==> src/rtl/iec_pkg.sv <==
// Shared IEC bus command-layer constants and the ATN-frame state type.
package iec_pkg;

  localparam logic [2:0] CMD_LISTEN   = 3'b001;
  localparam logic [2:0] CMD_TALK     = 3'b010;
  localparam logic [7:0] CMD_UNLISTEN = 8'h3F;
  localparam logic [7:0] CMD_UNTALK   = 8'h5F;
  localparam logic [3:0] SEC_DATA     = 4'h6;
  localparam logic [3:0] SEC_CLOSE    = 4'hE;
  localparam logic [3:0] SEC_OPEN     = 4'hF;

  typedef enum logic [1:0] {
    A_IDLE      = 2'd0,
    A_PRIMARY   = 2'd1,
    A_SECONDARY = 2'd2,
    A_IGNORE    = 2'd3
  } atn_state_e;

endpackage

==> src/rtl/iec_cmd_decoder_if.sv <==
// Byte-receiver input, addressing status and listener-data handshake of the command decoder.
interface iec_cmd_decoder_if;

  logic       atn;
  logic [7:0] rx_byte;
  logic       rx_ready;
  logic       listening;
  logic       talking;
  logic [3:0] sec_addr;
  logic       open_pulse;
  logic       close_pulse;
  logic       data_pulse;
  logic       talk_start;
  logic [7:0] dout;
  logic       dout_valid;
  logic       dout_ready;
  logic       overflow;

  modport master (
    output atn, rx_byte, rx_ready, dout_ready,
    input  listening, talking, sec_addr, open_pulse, close_pulse, data_pulse,
           talk_start, dout, dout_valid, overflow
  );

  modport slave (
    input  atn, rx_byte, rx_ready, dout_ready,
    output listening, talking, sec_addr, open_pulse, close_pulse, data_pulse,
           talk_start, dout, dout_valid, overflow
  );

endinterface

==> src/rtl/iec_sync_fifo.sv <==
// Single-clock FIFO; a pop in the same cycle lets a push into a full FIFO through.
module iec_sync_fifo #(
  parameter  int WIDTH = 8,
  parameter  int DEPTH = 16,
  localparam int AW    = $clog2(DEPTH)
) (
  input  logic             clk,
  input  logic             reset,
  input  logic             push_i,
  input  logic             pop_i,
  input  logic [WIDTH-1:0] wdata_i,
  output logic [WIDTH-1:0] rdata_o,
  output logic             full_o,
  output logic             empty_o,
  output logic [AW:0]      count_o
);

  logic [WIDTH-1:0] mem_q [DEPTH];
  logic [AW-1:0]    wr_ptr_q;
  logic [AW-1:0]    rd_ptr_q;
  logic [AW:0]      count_q;
  logic [AW:0]      count_d;
  logic             push_ok_s;
  logic             pop_ok_s;

  assign full_o    = (count_q == (AW+1)'(DEPTH));
  assign empty_o   = (count_q == '0);
  assign count_o   = count_q;
  assign rdata_o   = mem_q[rd_ptr_q];
  assign pop_ok_s  = pop_i && !empty_o;
  assign push_ok_s = push_i && (!full_o || pop_ok_s);

  // Occupancy next-state
  always_comb begin
    count_d = count_q;
    case ({push_ok_s, pop_ok_s})
      2'b10:   count_d = count_q + (AW+1)'(1);
      2'b01:   count_d = count_q - (AW+1)'(1);
      default: count_d = count_q;
    endcase
  end

  // Storage, pointers and occupancy
  always_ff @(posedge clk) begin
    if (reset) begin
      for (int i = 0; i < DEPTH; i++) begin
        mem_q[i] <= '0;
      end
      wr_ptr_q <= '0;
      rd_ptr_q <= '0;
      count_q  <= '0;
    end else begin
      if (push_ok_s) begin
        mem_q[wr_ptr_q] <= wdata_i;
        wr_ptr_q        <= wr_ptr_q + AW'(1);
      end
      if (pop_ok_s) begin
        rd_ptr_q <= rd_ptr_q + AW'(1);
      end
      count_q <= count_d;
    end
  end

endmodule

==> src/rtl/iec_cmd_decoder.sv <==
// IEC command-layer decoder: tracks listener/talker addressing, strobes secondaries
// and buffers listener data bytes for the DOS side.
module iec_cmd_decoder
  import iec_pkg::*;
#(
  parameter logic [4:0] DEVICE_ADDR = 5'd8,
  parameter int         FIFO_DEPTH  = 16
) (
  input logic               clk,
  input logic               reset,
  iec_cmd_decoder_if.slave  bus
);

  localparam int AW = $clog2(FIFO_DEPTH);

  atn_state_e state_q;
  atn_state_e state_eff_s;
  logic       atn_q;
  logic       listening_q, talking_q, overflow_q;
  logic       open_q, close_q, data_q, talk_start_q;
  logic [3:0] sec_addr_q;

  logic       atn_rise_s, atn_fall_s, cmd_s, push_s, pop_s;
  logic       is_unlisten_s, is_untalk_s, is_listen_s, is_talk_s, own_addr_s;
  logic       is_primary_s, is_secondary_s, own_primary_s;
  logic       fifo_full_s, fifo_empty_s;
  logic [AW:0] fifo_count_s;
  logic [7:0] dout_s;

  assign atn_rise_s = bus.atn && !atn_q;
  assign atn_fall_s = !bus.atn && atn_q;
  assign cmd_s      = bus.rx_ready && bus.atn;
  assign push_s     = bus.rx_ready && !bus.atn && listening_q;
  assign pop_s      = bus.dout_ready && !fifo_empty_s;

  // UNLISTEN/UNTALK share the LISTEN/TALK top bits; address 31 is reserved for them.
  assign is_unlisten_s  = (bus.rx_byte == CMD_UNLISTEN);
  assign is_untalk_s    = (bus.rx_byte == CMD_UNTALK);
  assign is_listen_s    = (bus.rx_byte[7:5] == CMD_LISTEN) && !is_unlisten_s;
  assign is_talk_s      = (bus.rx_byte[7:5] == CMD_TALK) && !is_untalk_s;
  assign own_addr_s     = (bus.rx_byte[4:0] == DEVICE_ADDR);
  assign is_primary_s   = is_listen_s || is_talk_s || is_unlisten_s || is_untalk_s;
  assign own_primary_s  = (is_listen_s || is_talk_s) && own_addr_s;
  assign is_secondary_s = (bus.rx_byte[7:4] == SEC_DATA) || (bus.rx_byte[7:4] == SEC_CLOSE) ||
                          (bus.rx_byte[7:4] == SEC_OPEN);

  // ATN edge action, applied before the byte arriving in the same cycle
  always_comb begin
    state_eff_s = state_q;
    if (atn_rise_s) begin
      state_eff_s = A_PRIMARY;
    end else if (atn_fall_s) begin
      state_eff_s = A_IDLE;
    end else begin
      state_eff_s = state_q;
    end
  end

  // ATN-frame FSM with addressing flags and strobes
  always_ff @(posedge clk) begin
    if (reset) begin
      state_q      <= A_IDLE;
      atn_q        <= 1'b0;
      listening_q  <= 1'b0;
      talking_q    <= 1'b0;
      sec_addr_q   <= 4'h0;
      open_q       <= 1'b0;
      close_q      <= 1'b0;
      data_q       <= 1'b0;
      talk_start_q <= 1'b0;
      overflow_q   <= 1'b0;
    end else begin
      atn_q        <= bus.atn;
      open_q       <= 1'b0;
      close_q      <= 1'b0;
      data_q       <= 1'b0;
      talk_start_q <= atn_fall_s && talking_q;
      state_q      <= state_eff_s;
      if (cmd_s) begin
        if (is_primary_s) begin
          if (is_listen_s && own_addr_s) begin
            listening_q <= 1'b1;
            talking_q   <= 1'b0;
          end else if (is_unlisten_s) begin
            listening_q <= 1'b0;
          end else if (is_talk_s && own_addr_s) begin
            talking_q   <= 1'b1;
            listening_q <= 1'b0;
          end else if (is_talk_s || is_untalk_s) begin
            talking_q <= 1'b0;
          end
          state_q <= own_primary_s ? A_SECONDARY : A_IGNORE;
        end else if ((state_eff_s == A_SECONDARY) && is_secondary_s) begin
          sec_addr_q <= bus.rx_byte[3:0];
          case (bus.rx_byte[7:4])
            SEC_DATA:  data_q  <= 1'b1;
            SEC_CLOSE: close_q <= 1'b1;
            SEC_OPEN:  open_q  <= 1'b1;
            default:   data_q  <= 1'b0;
          endcase
          state_q <= A_IGNORE;
        end else if ((state_eff_s == A_PRIMARY) || (state_eff_s == A_SECONDARY)) begin
          state_q <= A_IGNORE;
        end
      end
      if (push_s && fifo_full_s && !pop_s) begin
        overflow_q <= 1'b1;
      end
    end
  end

  iec_sync_fifo #(
    .WIDTH (8),
    .DEPTH (FIFO_DEPTH)
  ) u_fifo (
    .clk     (clk),
    .reset   (reset),
    .push_i  (push_s),
    .pop_i   (pop_s),
    .wdata_i (bus.rx_byte),
    .rdata_o (dout_s),
    .full_o  (fifo_full_s),
    .empty_o (fifo_empty_s),
    .count_o (fifo_count_s)
  );

  assign bus.listening   = listening_q;
  assign bus.talking     = talking_q;
  assign bus.sec_addr    = sec_addr_q;
  assign bus.open_pulse  = open_q;
  assign bus.close_pulse = close_q;
  assign bus.data_pulse  = data_q;
  assign bus.talk_start  = talk_start_q;
  assign bus.dout        = dout_s;
  assign bus.dout_valid  = (fifo_count_s != '0);
  assign bus.overflow    = overflow_q;

endmodule

==> src/flat_wrapper.sv <==
// flat-port wrapper written by rule: the top's interface ports become plain ports
module iec_cmd_decoder_flat import iec_pkg::*;
#(
  parameter logic [4:0] DEVICE_ADDR = 5'd8,
  parameter int         FIFO_DEPTH  = 16
)
  (clk, reset, bus_atn, bus_rx_byte, bus_rx_ready, bus_dout_ready, bus_listening, bus_talking, bus_sec_addr, bus_open_pulse, bus_close_pulse, bus_data_pulse, bus_talk_start, bus_dout, bus_dout_valid, bus_overflow);
  iec_cmd_decoder_if bus_i ();
  input logic clk;
  input logic reset;
  input wire logic [$bits(bus_i.atn)-1:0] bus_atn;
  input wire logic [$bits(bus_i.rx_byte)-1:0] bus_rx_byte;
  input wire logic [$bits(bus_i.rx_ready)-1:0] bus_rx_ready;
  input wire logic [$bits(bus_i.dout_ready)-1:0] bus_dout_ready;
  output wire logic [$bits(bus_i.listening)-1:0] bus_listening;
  output wire logic [$bits(bus_i.talking)-1:0] bus_talking;
  output wire logic [$bits(bus_i.sec_addr)-1:0] bus_sec_addr;
  output wire logic [$bits(bus_i.open_pulse)-1:0] bus_open_pulse;
  output wire logic [$bits(bus_i.close_pulse)-1:0] bus_close_pulse;
  output wire logic [$bits(bus_i.data_pulse)-1:0] bus_data_pulse;
  output wire logic [$bits(bus_i.talk_start)-1:0] bus_talk_start;
  output wire logic [$bits(bus_i.dout)-1:0] bus_dout;
  output wire logic [$bits(bus_i.dout_valid)-1:0] bus_dout_valid;
  output wire logic [$bits(bus_i.overflow)-1:0] bus_overflow;
  assign bus_i.atn = bus_atn;
  assign bus_i.rx_byte = bus_rx_byte;
  assign bus_i.rx_ready = bus_rx_ready;
  assign bus_i.dout_ready = bus_dout_ready;
  assign bus_listening = bus_i.listening;
  assign bus_talking = bus_i.talking;
  assign bus_sec_addr = bus_i.sec_addr;
  assign bus_open_pulse = bus_i.open_pulse;
  assign bus_close_pulse = bus_i.close_pulse;
  assign bus_data_pulse = bus_i.data_pulse;
  assign bus_talk_start = bus_i.talk_start;
  assign bus_dout = bus_i.dout;
  assign bus_dout_valid = bus_i.dout_valid;
  assign bus_overflow = bus_i.overflow;
  iec_cmd_decoder #(.DEVICE_ADDR(DEVICE_ADDR), .FIFO_DEPTH(FIFO_DEPTH)) u_core (.clk(clk), .reset(reset), .bus(bus_i));
endmodule
==> config.mk <==
export PLATFORM = sky130hd
export DESIGN_NAME = iec_cmd_decoder_flat
export DESIGN_NICKNAME = d
export VERILOG_FILES = /design/src/rtl/iec_pkg.sv /design/src/rtl/iec_cmd_decoder_if.sv /design/src/rtl/iec_sync_fifo.sv /design/src/rtl/iec_cmd_decoder.sv /design/src/flat_wrapper.sv
export SDC_FILE = /design/constraint.sdc
export NUM_CORES = 1
export LEC_CHECK = 0
export CAP_MARGIN = 20
export CELL_PAD_IN_SITES_DETAIL_PLACEMENT = 0
export CELL_PAD_IN_SITES_GLOBAL_PLACEMENT = 1
export CORE_MARGIN = 1.5
export CORE_UTILIZATION = 25
export DETAILED_ROUTE_END_ITERATION = 6
export DONT_BUFFER_PORTS = 1
export PLACE_DENSITY = 0.43
export SETUP_SLACK_MARGIN = 0.02
export SLEW_MARGIN = 15
export SYNTH_ARGS = -nofsm -noshare
export SYNTH_HDL_FRONTEND = slang
export SYNTH_HIERARCHICAL = 1
export SYNTH_SLANG_ARGS = --single-unit
==> constraint.sdc <==
create_clock -name clk -period 3.17 [get_ports clk]
set_input_delay 0 -clock clk [delete_from_list [all_inputs] [get_ports clk]]
set_output_delay 0 -clock clk [all_outputs]
set_load 0.01 [all_outputs]
== Word-level counts from Yosys, hierarchy flattened ==
Memory sizes are Yosys's and may differ from the RTL's. A register that Yosys moved wholly into a read port is not among the register bits.
Index checks and enable logic that the tools add are counted.
Storage, ports and cells
  bits in writable memories: 128
  input port bits: 13
  memories kept: 1
  register bits: 27
  word-level logic and storage cells: 105
  output and inout port bits: 20
Cells by class
  add/sub/neg operators: 4
  mux-type cells: 28
  reductions and logical operators: 42
  equality and inequality tests: 14
  bitwise operators: 3
Memories
  u_core.u_fifo.mem_q: words 16, bits a word 8, read ports 1, clocked after memory_dff 1, wr ports 16, line iec_sync_fifo.sv:18  | logic [WIDTH-1:0] mem_q [DEPTH];
Operators by type and width (count)
  $logic_and 1x1->1: 17
  $mux 1: 17
  $mux 2: 6
  $mux 4: 3
  $pmux 5 s2: 1
  $add 4x1->4 const B: 2
  $eq 4x4->1 const B: 2
  $eq 8x6->1 const B: 1
  $eq 8x7->1 const B: 1
  $logic_or 1x1->1: 8
  $mux 8: 1
  $reduce_or 8->1: 1
  $logic_not 1->1: 7
  $reduce_and 3->1: 2
  $reduce_bool 3->1: 2
  $add 5x1->5 const B: 1
  $eq 5x4->1 const B: 1
  $eq 5x5->1 const B: 1
  $logic_not 5->1: 1
  $reduce_bool 5->1: 1
  $sub 5x1->5 const B: 1
  $eq 2x1->1 const B: 2
  $eq 2x2->1 const B: 2
  $eq 4x3->1 const B: 1
  7 further kinds: 9

== Longest topological paths before layout ==
Gate-level depths: netlist (run 1).
  word-level depth: 11
  gate-level depth with buffers: 13
  depth with buffers taken out: 12

== Hierarchy ==
The synthesis (run 1) kept the hierarchy.
Modules (own cells, without submodules)
  iec_sync_fifo: area each 6769.0 sq um, cells an instance 477, sequential area each 4184.0 sq um, times used 1
  iec_cmd_decoder: area each 684.4 sq um, cells an instance 76, sequential area each 280.3 sq um, times used 1

== Worst setup path after synthesis (run 1) ==
OpenSTA, ideal clock, no wires.
  path type: register to register
  start: register u_core.u_fifo.count_q[0] (netlist: u_core/u_fifo/count_o[0])
  end: register u_core.u_fifo.count_q[4] (netlist: u_core/u_fifo/count_o[4])
  period minus slack after synthesis: 2.708 ns
  buffers on the path: 1
  data required time: 3.042 ns
  arrival time: 2.580 ns
  path slack: 0.462 ns
  library setup time: 0.128 ns
  cell stages (with the launch flop): 14
  path through: dfxtp_1 or4_4 buf_4 nor2_1 nand2b_1 inv_1 nor2b_1 o21ai_2 inv_2 ha_1 a21oi_1 nand2_1 mux2i_1 a31oi_1
On the way
  word-level cells in the longest chain between the ends: 8
  elaborated cells between the ends (all ways): 14
  classes of those cells: 2 x add/sub; 3 x eq/ne; 1 x mux; 8 x reduce/logical
Ends and longest elaborated chain
  from (decl): line iec_sync_fifo.sv:21  | logic [AW:0] count_q;
  from (signal assigned): line iec_sync_fifo.sv:60  | count_q <= count_d;
  $logic_not 5->1 *: line iec_sync_fifo.sv:27  | assign empty_o = (count_q == '0);
  named net u_core.fifo_empty_s: line iec_cmd_decoder.sv:26  | logic fifo_full_s, fifo_empty_s;
  $logic_not 1->1 *: line iec_cmd_decoder.sv:34  | assign pop_s = bus.dout_ready && !fifo_empty_s;
  $logic_and 1x1->1 *: line iec_cmd_decoder.sv:34
  named net u_core.pop_s: line iec_cmd_decoder.sv:23  | logic atn_rise_s, atn_fall_s, cmd_s, push_s, pop_s;
  $logic_and 1x1->1 *: line iec_sync_fifo.sv:30  | assign pop_ok_s = pop_i && !empty_o;
  $logic_or 1x1->1: line iec_sync_fifo.sv:31  | assign push_ok_s = push_i && (!full_o || pop_ok_s);
  $logic_and 1x1->1: line iec_sync_fifo.sv:31
  $eq 2x1->1 or $eq 2x2->1 (tied branches): line iec_sync_fifo.sv:36  | case ({push_ok_s, pop_ok_s})
  $pmux 5 s2 or $reduce_bool 2->1 (tied branches)
Mark *: on every way through the listed nets, which the timed path passes. The rest lies on a longest branch.
A chain may end at the register's enable or synchronous reset.

==> impl_results.md, run 1 <==
* Average routed wire per standard cell at 21.1 µm
* Crit-path leading delay family: simple AND/OR/NAND/NOR gates
* Drt total wl at 20700 µm
* Commonest non-fill, non-tap cell in the layout: and2_1
* Maximum buffer depth of the clock tree at 2
* Effective utilization at floorplan at 25.3%
* Power per standard cell area at 518 mW/mm²
* Layout area overhead at 17.3%
* Maximum Capacitance Violations at 0
* Count of buffers added by post-CTS timing repair for setup at 0
* Maximum number of pins on one net before global-route repair at 33
* Remaining antenna violation count at 0
* Synth top area cells: edfxtp_1 (52%), and2_1 (11%), mux4_2 (9.7%)
* Core area at 0.0295 mm²
* Slowest cell on the critical path: or4_4
* Dominant synthesized flop cell: edfxtp_1
* Global-route wire length before repair at 30800 µm
* Area of the die at 0.0309 mm²
* Transition at the pin with the smallest max-transition slack at 1.08 ns
* Post-synth EDFFs at 128
* Die extent in y at 176 µm
* Number of buffers added on ports at 0
* Number of placement rows at 63
* Leak pwr at 3.05 nW
* Launching element type of the critical path: flop
* Total grt overflow at 0
* Crit share post-route at 90.7%
* Worst path required time at 3.30 ns
* X dimension of the die at 176 µm
* Setup repair after global routing missed its margin: no
* Chain of cells forming the critical path: or4_4 > nor2_1 > nand2b_1 > inv_1 > nand2b_1 > o21ai_2 > nor2_1 > or2_1
* Post-layout minimum cycle time at 2.87 ns
* Min-delay worst type: in -> reg
* Number of search-and-repair iterations in the first detailed-routing pass at 4
* Total Power Consumption at 4.53 mW
* CP Max Fanout at 9
* Mean number of vias per cell at 4.56
* Routed met2 length at 9990 µm
* Antenna diode count at 0
* Fin. Hold Viols at 0
* Syn Nets at 575
* Worst EP arrival at 3.01 ns
* Later-pin clock latency in the skew report at 0.43 ns
* Number of global-route vias before repair at 4672
* Cell type with the highest aggregate area in the netlist: edfxtp_1
* Count of warnings emitted by yosys at 6
* Fmax at 348 MHz
* Routed met3 length at 821 µm
* Worst path bufs/invs at 1
* Commonest non-fill, non-tap cells in the layout: and2_1 (130), edfxtp_1 (128), nor2_1 (33)
* Gate Count Post-Synth at 553
* Final-stage net count at 603
* Proportion of layout cells with a drive suffix above 1 at 15.8%
* Global placer's final weighted congestion at 0.768
* Final-report setup violation count at 0
* Clock tree skew after final layout at 0.00984 ns
* Post-synthesis register bit count at 159
* Final count of pins violating max slew at 0
* Share of synthesized registers carrying an async set or reset at 0%
* Status: finished clean
* Maximum ir drop on the vdd rail at 277 µV
* Netlist area before placement at 0.00745 mm²
* Final sum of negative setup slack at 0 ns
* Crit path largest cell delay at 0.56 ns
* Syn_area_per_cell at 13.5 µm²
* Number of buffers created by CTS at 17
* Clock transition time at the flip-flop clock pins of the worst setup and hold paths at 0.07 ns
* Share of the yosys chip area belonging to registers at 59.9%
* Number of clock sinks seen by CTS at 159
* Antenna violations before repair at 0
* Setup Crit Path Kind: reg -> reg
* Highest routed metal layer: met4
* Routed metal-1 wire length at 9790 µm
* I/O Pins at 33
* Type of destination of the critical path: flop
* Global-route usage over all layers at 14.1%
* Count of different cell masters after synthesis at 58
* Max-Slew Margin vs Limit at 27.9%
* CTS tree: yes
* Initial drt markers at 258
* Library cell used as clock root buffer: clkbuf_16
* Detailed-placement wirelength estimate at 13300 µm
* Remaining design rule violation count at 0
* H-tree levels at 4
* Fraction of synthesized cell area taken by the top area cell type at 51.6%
* Detailed-route via count at 4484
## worst paths after layout
check        slack [ns]  cells past startpoint                     start                   endpoint
max                0.30                      8  u_core/u_fifo/count_o[0]  u_core/u_fifo/mem_q[6][6]
min                0.03                      1                     reset  u_core/u_fifo/mem_q[2][3]
max reg2reg        0.30                      8  u_core/u_fifo/count_o[0]  u_core/u_fifo/mem_q[6][6]
min reg2reg        0.54                      2        u_core/bus.talking      u_core/bus.talk_start
## flip-flops by register name, indices dropped and copies added, names as in the netlist, 2 cells and up, named ones only
register and cells:
u_core/u_fifo/mem_q 128, u_core/bus.sec_addr 4, u_core/u_fifo/wr_ptr_q 4, u_core/state_q 2
u_core/u_fifo/rd_ptr_q 4, u_core/u_fifo/count_o 5
## timing repair
action	in CTS	in global routing
hold buffers	21	0
setup endpoints to repair	0	32
resized for setup	0	1
endpoints found under the hold margin	161	0
## metal layers
metal | vias to the layer above | track usage (%)
met3 | 9 | 3.59
met5 | - | 0
met1 | 2285 | 18.3
met2 | 93 | 23.4
met4 | 0 | 3.06
li1 | 2097 | -
## cell type report
cell class | instances | area, µm²
fillers | 2994 | 20700
clock buffers | 17 | 425
flip-flops and latches | 159 | 4470
inverters | 8 | 30.0
repair buffers | 33 | 323
well taps | 390 | 488
clock inverters | 15 | 144
multi-input cells | 362 | 2860
## power by group
group          leakage, nW  switching, mW  internal (mW)
combinational         1.27          0.113         0.0579
clock                0.276          0.957           1.05
sequential            1.51         0.0320           2.32
total                 3.05           1.10           3.43
## kinds of logic (layout without fill, tap and decap cells)
logic type / count (synthesis) / count (layout) / synth area share [%]
compound gates: 50 / 50 / 5.00
buf+inv: 32 / 73 / 1.73
fa+ha+maj: 10 / 10 / 1.75
mux: 41 / 41 / 10.9
flops: 159 / 159 / 59.9
xor+xnor: 8 / 8 / 0.940
simple gates: 253 / 253 / 19.8
## synth_stat cells (2+ instances only)
| cell | number |
|---|---|
| mux4_2 | 32 |
| and3_1 | 2 |
| inv_1 | 6 |
| a22oi_1 | 16 |
| nor2_2 | 4 |
| mux2i_1 | 8 |
| nand2_1 | 24 |
| nor3_1 | 9 |
| nor2b_1 | 8 |
| ha_1 | 8 |
| buf_2 | 4 |
| o21ai_1 | 4 |
| o211ai_1 | 4 |
| a31oi_1 | 2 |
| clkbuf_1 | 17 |
| nand3_1 | 6 |
| o21ai_0 | 3 |
| edfxtp_1 | 128 |
| o21ai_2 | 3 |
| nand2b_1 | 4 |
| nor4_2 | 3 |
| and2_1 | 130 |
| or2_1 | 16 |
| a211oi_1 | 2 |
| nand3b_1 | 2 |
| nor3b_1 | 2 |
| xor2_1 | 7 |
| a21oi_1 | 6 |
| dfxtp_1 | 31 |
| buf_1 | 2 |
| nor2_1 | 33 |
## metrics by stage
stage	hold WS [ns]	worst slack (ns)	utilization, %	std cells	cell area, µm²
CTS	0.00807	0.117	29.6	984	8740
finish	0.0298	0.296	29.6	984	8740
global placement	0.0761	0.210	27.0	931	7950
floorplan	0.0667	0.462	-	553	7450
detailed placement	0.0769	0.141	27.0	931	7950
global route	0.0157	0.0752	29.6	984	8740
Note: power is estimated with default switching activity, not from simulation.
==> run 2, diff against run 1 <==
- PLACE_DENSITY: 0.43 -> 0.51
- SYNTH_HIERARCHICAL: 1 -> unset
==> impl_results.md, run 2 <==
* Status: finished clean
* Die extent in y at 179 µm (+1.6%)
* Register-to-register setup slack at 0.37 ns (+0.07 ns)
* I/O Pins at 33 (unchanged)
* Synth top area cells: edfxtp_1 (50%), mux4_2 (12%), and2_1 (8.5%)
* X dimension of the die at 179 µm (+1.6%)
* Register bank with the most flops: u_core.u_fifo.mem_q
* Fraction of synthesized cell area taken by the top area cell type at 49.9% (-1.7 points)
* Final count of pins violating max slew at 0 (unchanged)
* Post-layout minimum cycle time at 2.80 ns (-0.0715 ns)
* Setup Crit Path Kind: reg -> reg
* Transition at the pin with the smallest max-transition slack at 1.10 ns (+0.0202 ns)
* Total Power Consumption at 5.78 mW (+28%)
* Power per standard cell area at 647 mW/mm² (+25%)
* Global placer's final weighted congestion at 0.764 (-0.60%)
* Share of the yosys chip area belonging to registers at 58.0% (-1.9 points)
* Clock transition time at the flip-flop clock pins of the worst setup and hold paths at 0.06 ns (about the same)
* Number of search-and-repair iterations in the first detailed-routing pass at 5 (+1)
* Commonest non-fill, non-tap cells in the layout: edfxtp_1 (128), and2_1 (105), mux4_2 (40)
* H-tree levels at 4 (unchanged)
* Slowest cell on the critical path: or4_1
* Final-report setup violation count at 0 (unchanged)
* Area of the die at 0.0319 mm² (+3.3%)
* Layout area overhead at 15.9%
* Finished layout cell area at 0.00893 mm² (+2.2%)
* Core area at 0.0304 mm² (+3.2%)
* Final sum of negative setup slack at 0 ns (unchanged)
* Mean number of vias per cell at 4.59 (+0.82%)
* Crit share post-route at 88.4% (-2.3 points)
* Crit path largest cell delay at 0.73 ns (+0.17 ns)
* Maximum ir drop on the vdd rail at 401 µV (+45%)
* Share of synthesized registers carrying an async set or reset at 0% (unchanged)
* Antenna violations before repair at 0 (unchanged)
* Setup repair after global routing missed its margin: no
* Number of clock sinks seen by CTS at 159 (unchanged)
* Number of buffers added on ports at 0 (unchanged)
* Drt total wl at 19900 µm (-4.0%)
* Number of buffers created by CTS at 17 (unchanged)
* Effective utilization at floorplan at 25.3% (+0.030 points)
* Average routed wire per standard cell at 20.5 µm (-2.5%)
* Post-synthesis register bit count at 159 (unchanged)
* Placed standard-cell area at 0.00806 mm² (+1.5%)
* Cell type with the highest aggregate area in the netlist: edfxtp_1
* Hold Path Stages at 1 (unchanged)
* Gate Count Post-Synth at 545 (-1.4%)
* Initial drt markers at 336 (+30%)
* Maximum number of pins on one net before global-route repair at 36 (+9.1%)
* Count leader, synth: edfxtp_1
* Global-route usage over all layers at 13.2% (-0.81 points)
* Chain of cells forming the critical path: or4_1 > o21ai_4 > buf_4 > nor3_4 > or2_1
* Syn_area_per_cell at 14.1 µm² (+4.9%)
* Worst EP arrival at 2.94 ns (-0.07 ns)
* Post-synth EDFFs at 128 (unchanged)
* Count of warnings emitted by yosys at 0 (-6)
* Count of buffers added by post-CTS timing repair for setup at 0 (unchanged)
* Commonest non-fill, non-tap cell in the layout: edfxtp_1
* Fmax at 357 MHz (+2.6%)
* Type of destination of the critical path: flop
* Max-Slew Margin vs Limit at 26.5% (-1.4 points)
* Total area of multi-input combinational cells at 0.00302 mm² (+5.3%)
* Clock tree skew after final layout at 0.00846 ns (-0.00138 ns)
* Detailed-placement wirelength estimate at 13200 µm (-0.63%)
* Leading post-synthesis cells by instance count: edfxtp_1 (128), and2_1 (105), mux4_2 (40), dfxtp_1 (31), clkbuf_1 (25)
* Library cell used as clock root buffer: clkbuf_16
* Total grt overflow at 0 (unchanged)
* Maximum buffer depth of the clock tree at 2 (unchanged)
* Detailed-route via count at 4452 (-0.71%)
* Flip-flop count of the largest register, all copies and words added at 128 (unchanged)
* Final-stage net count at 580 (-3.8%)
* Number of global-route vias before repair at 4589 (-1.8%)
* Count of instances resized after the clock tree is built at 0 (unchanged)
* Later-pin clock latency in the skew report at 0.42 ns (about the same)
* Worst path required time at 3.31 ns (about the same)
* Leak pwr at 3.08 nW (+0.99%)
* Cells on worst reg2reg path at 5 (-3)
* Area taken by flip-flops and latches at 0.00447 mm² (unchanged)
* CTS tree: yes
* Remaining antenna violation count at 0 (unchanged)
* Fin. Hold Viols at 0 (unchanged)
* Proportion of layout cells with a drive suffix above 1 at 24.0% (+8.1 points)
* Global-route wire length before repair at 29800 µm (-3.2%)
* Dominant synthesized flop cell: edfxtp_1
* Netlist area before placement at 0.00770 mm² (+3.3%)
* Syn Nets at 565 (-1.7%)
* CP Max Fanout at 15 (+6)
* Count of different cell masters after synthesis at 59 (+1.7%)
* CTS Hold Bufs at 24 (+14%)
* Launching element type of the critical path: flop
* Remaining design rule violation count at 0 (unchanged)
* Number of filler cells placed in the layout at 3039 (+1.5%)
* Maximum Capacitance Violations at 0 (unchanged)
* Min-delay worst type: in -> reg
* Number of placement rows at 64 (+1.6%)
==> run 2: path summary, 6_finish.rpt <==
check	from	endpoint
min	reset	u_core.u_fifo.mem_q[5][7]
max	u_core.u_fifo.count_o[0]	u_core.u_fifo.mem_q[4][5]
max reg2reg	u_core.u_fifo.count_o[0]	u_core.u_fifo.mem_q[4][5]
min reg2reg	u_core.atn_q	u_core.bus.talk_start
==> run 2: through the flow <==
stage	util, %	instances	setup WS, ns	hold WS (ns)
final	29.3	969	0.368	0.0314
after global routing	29.3	968	0.248	0.0264
after CTS	29.3	966	0.394	0.000598
after detailed placement	26.5	911	0.408	0.0776
after global placement	26.5	911	0.444	0.0747
after floorplan	-	545	0.747	0.180
==> run 2: kinds of logic (layout without fill, tap and decap cells) <==
group                      after synthesis  in the layout  synth area share, %
AOI/OAI and AO/OA                       44             44                 4.14
xor gates and xnor gates                 8              8                0.910
adders and majority gates                7              7                 1.14
buffers and inverters                   45             72                 3.04
DFF                                    159            159                 58.0
muxes                                   47             47                 12.6
other                                    0              1                    0
and+or+nand+nor                        235            235                 20.2
==> run 2: report_power, final <==
group	switching (mW)	internal [mW]	total, mW
clock	0.830	1.23	2.07
combinational	0.611	0.571	1.18
sequential	0.158	2.37	2.53
==> run 2: cell type report <==
cell class	count	area share, %
timing repair buffer	34	3.73
clock inverter	14	1.85
multi-input combinational	341	33.8
sequential	159	50.0
inverter	7	0.294
tap	396	5.55
antenna	1	0.0280
clock buffer	17	4.76
==> run 2: worst max-delay path, delay by kind of cell, from the launching register on <==
kind                   cells  cell delay (ns)
and+or+nand+nor            3             1.17
buffers and inverters      1             0.31
DFF                        1             0.39
AOI/OAI and AO/OA          1             0.64
==> run 2: routing by layer <==
| layer | track usage, % | vias up | routed length (µm) |
|---|---|---|---|
| li1 | - | 2066 | - |
| met1 | 17.3 | 2278 | 9060 |
| met2 | 21.9 | 90 | 9860 |
| met3 | 2.88 | 18 | 713 |
| met4 | 3.89 | 0 | 276 |
| met5 | 0 | - | 0 |
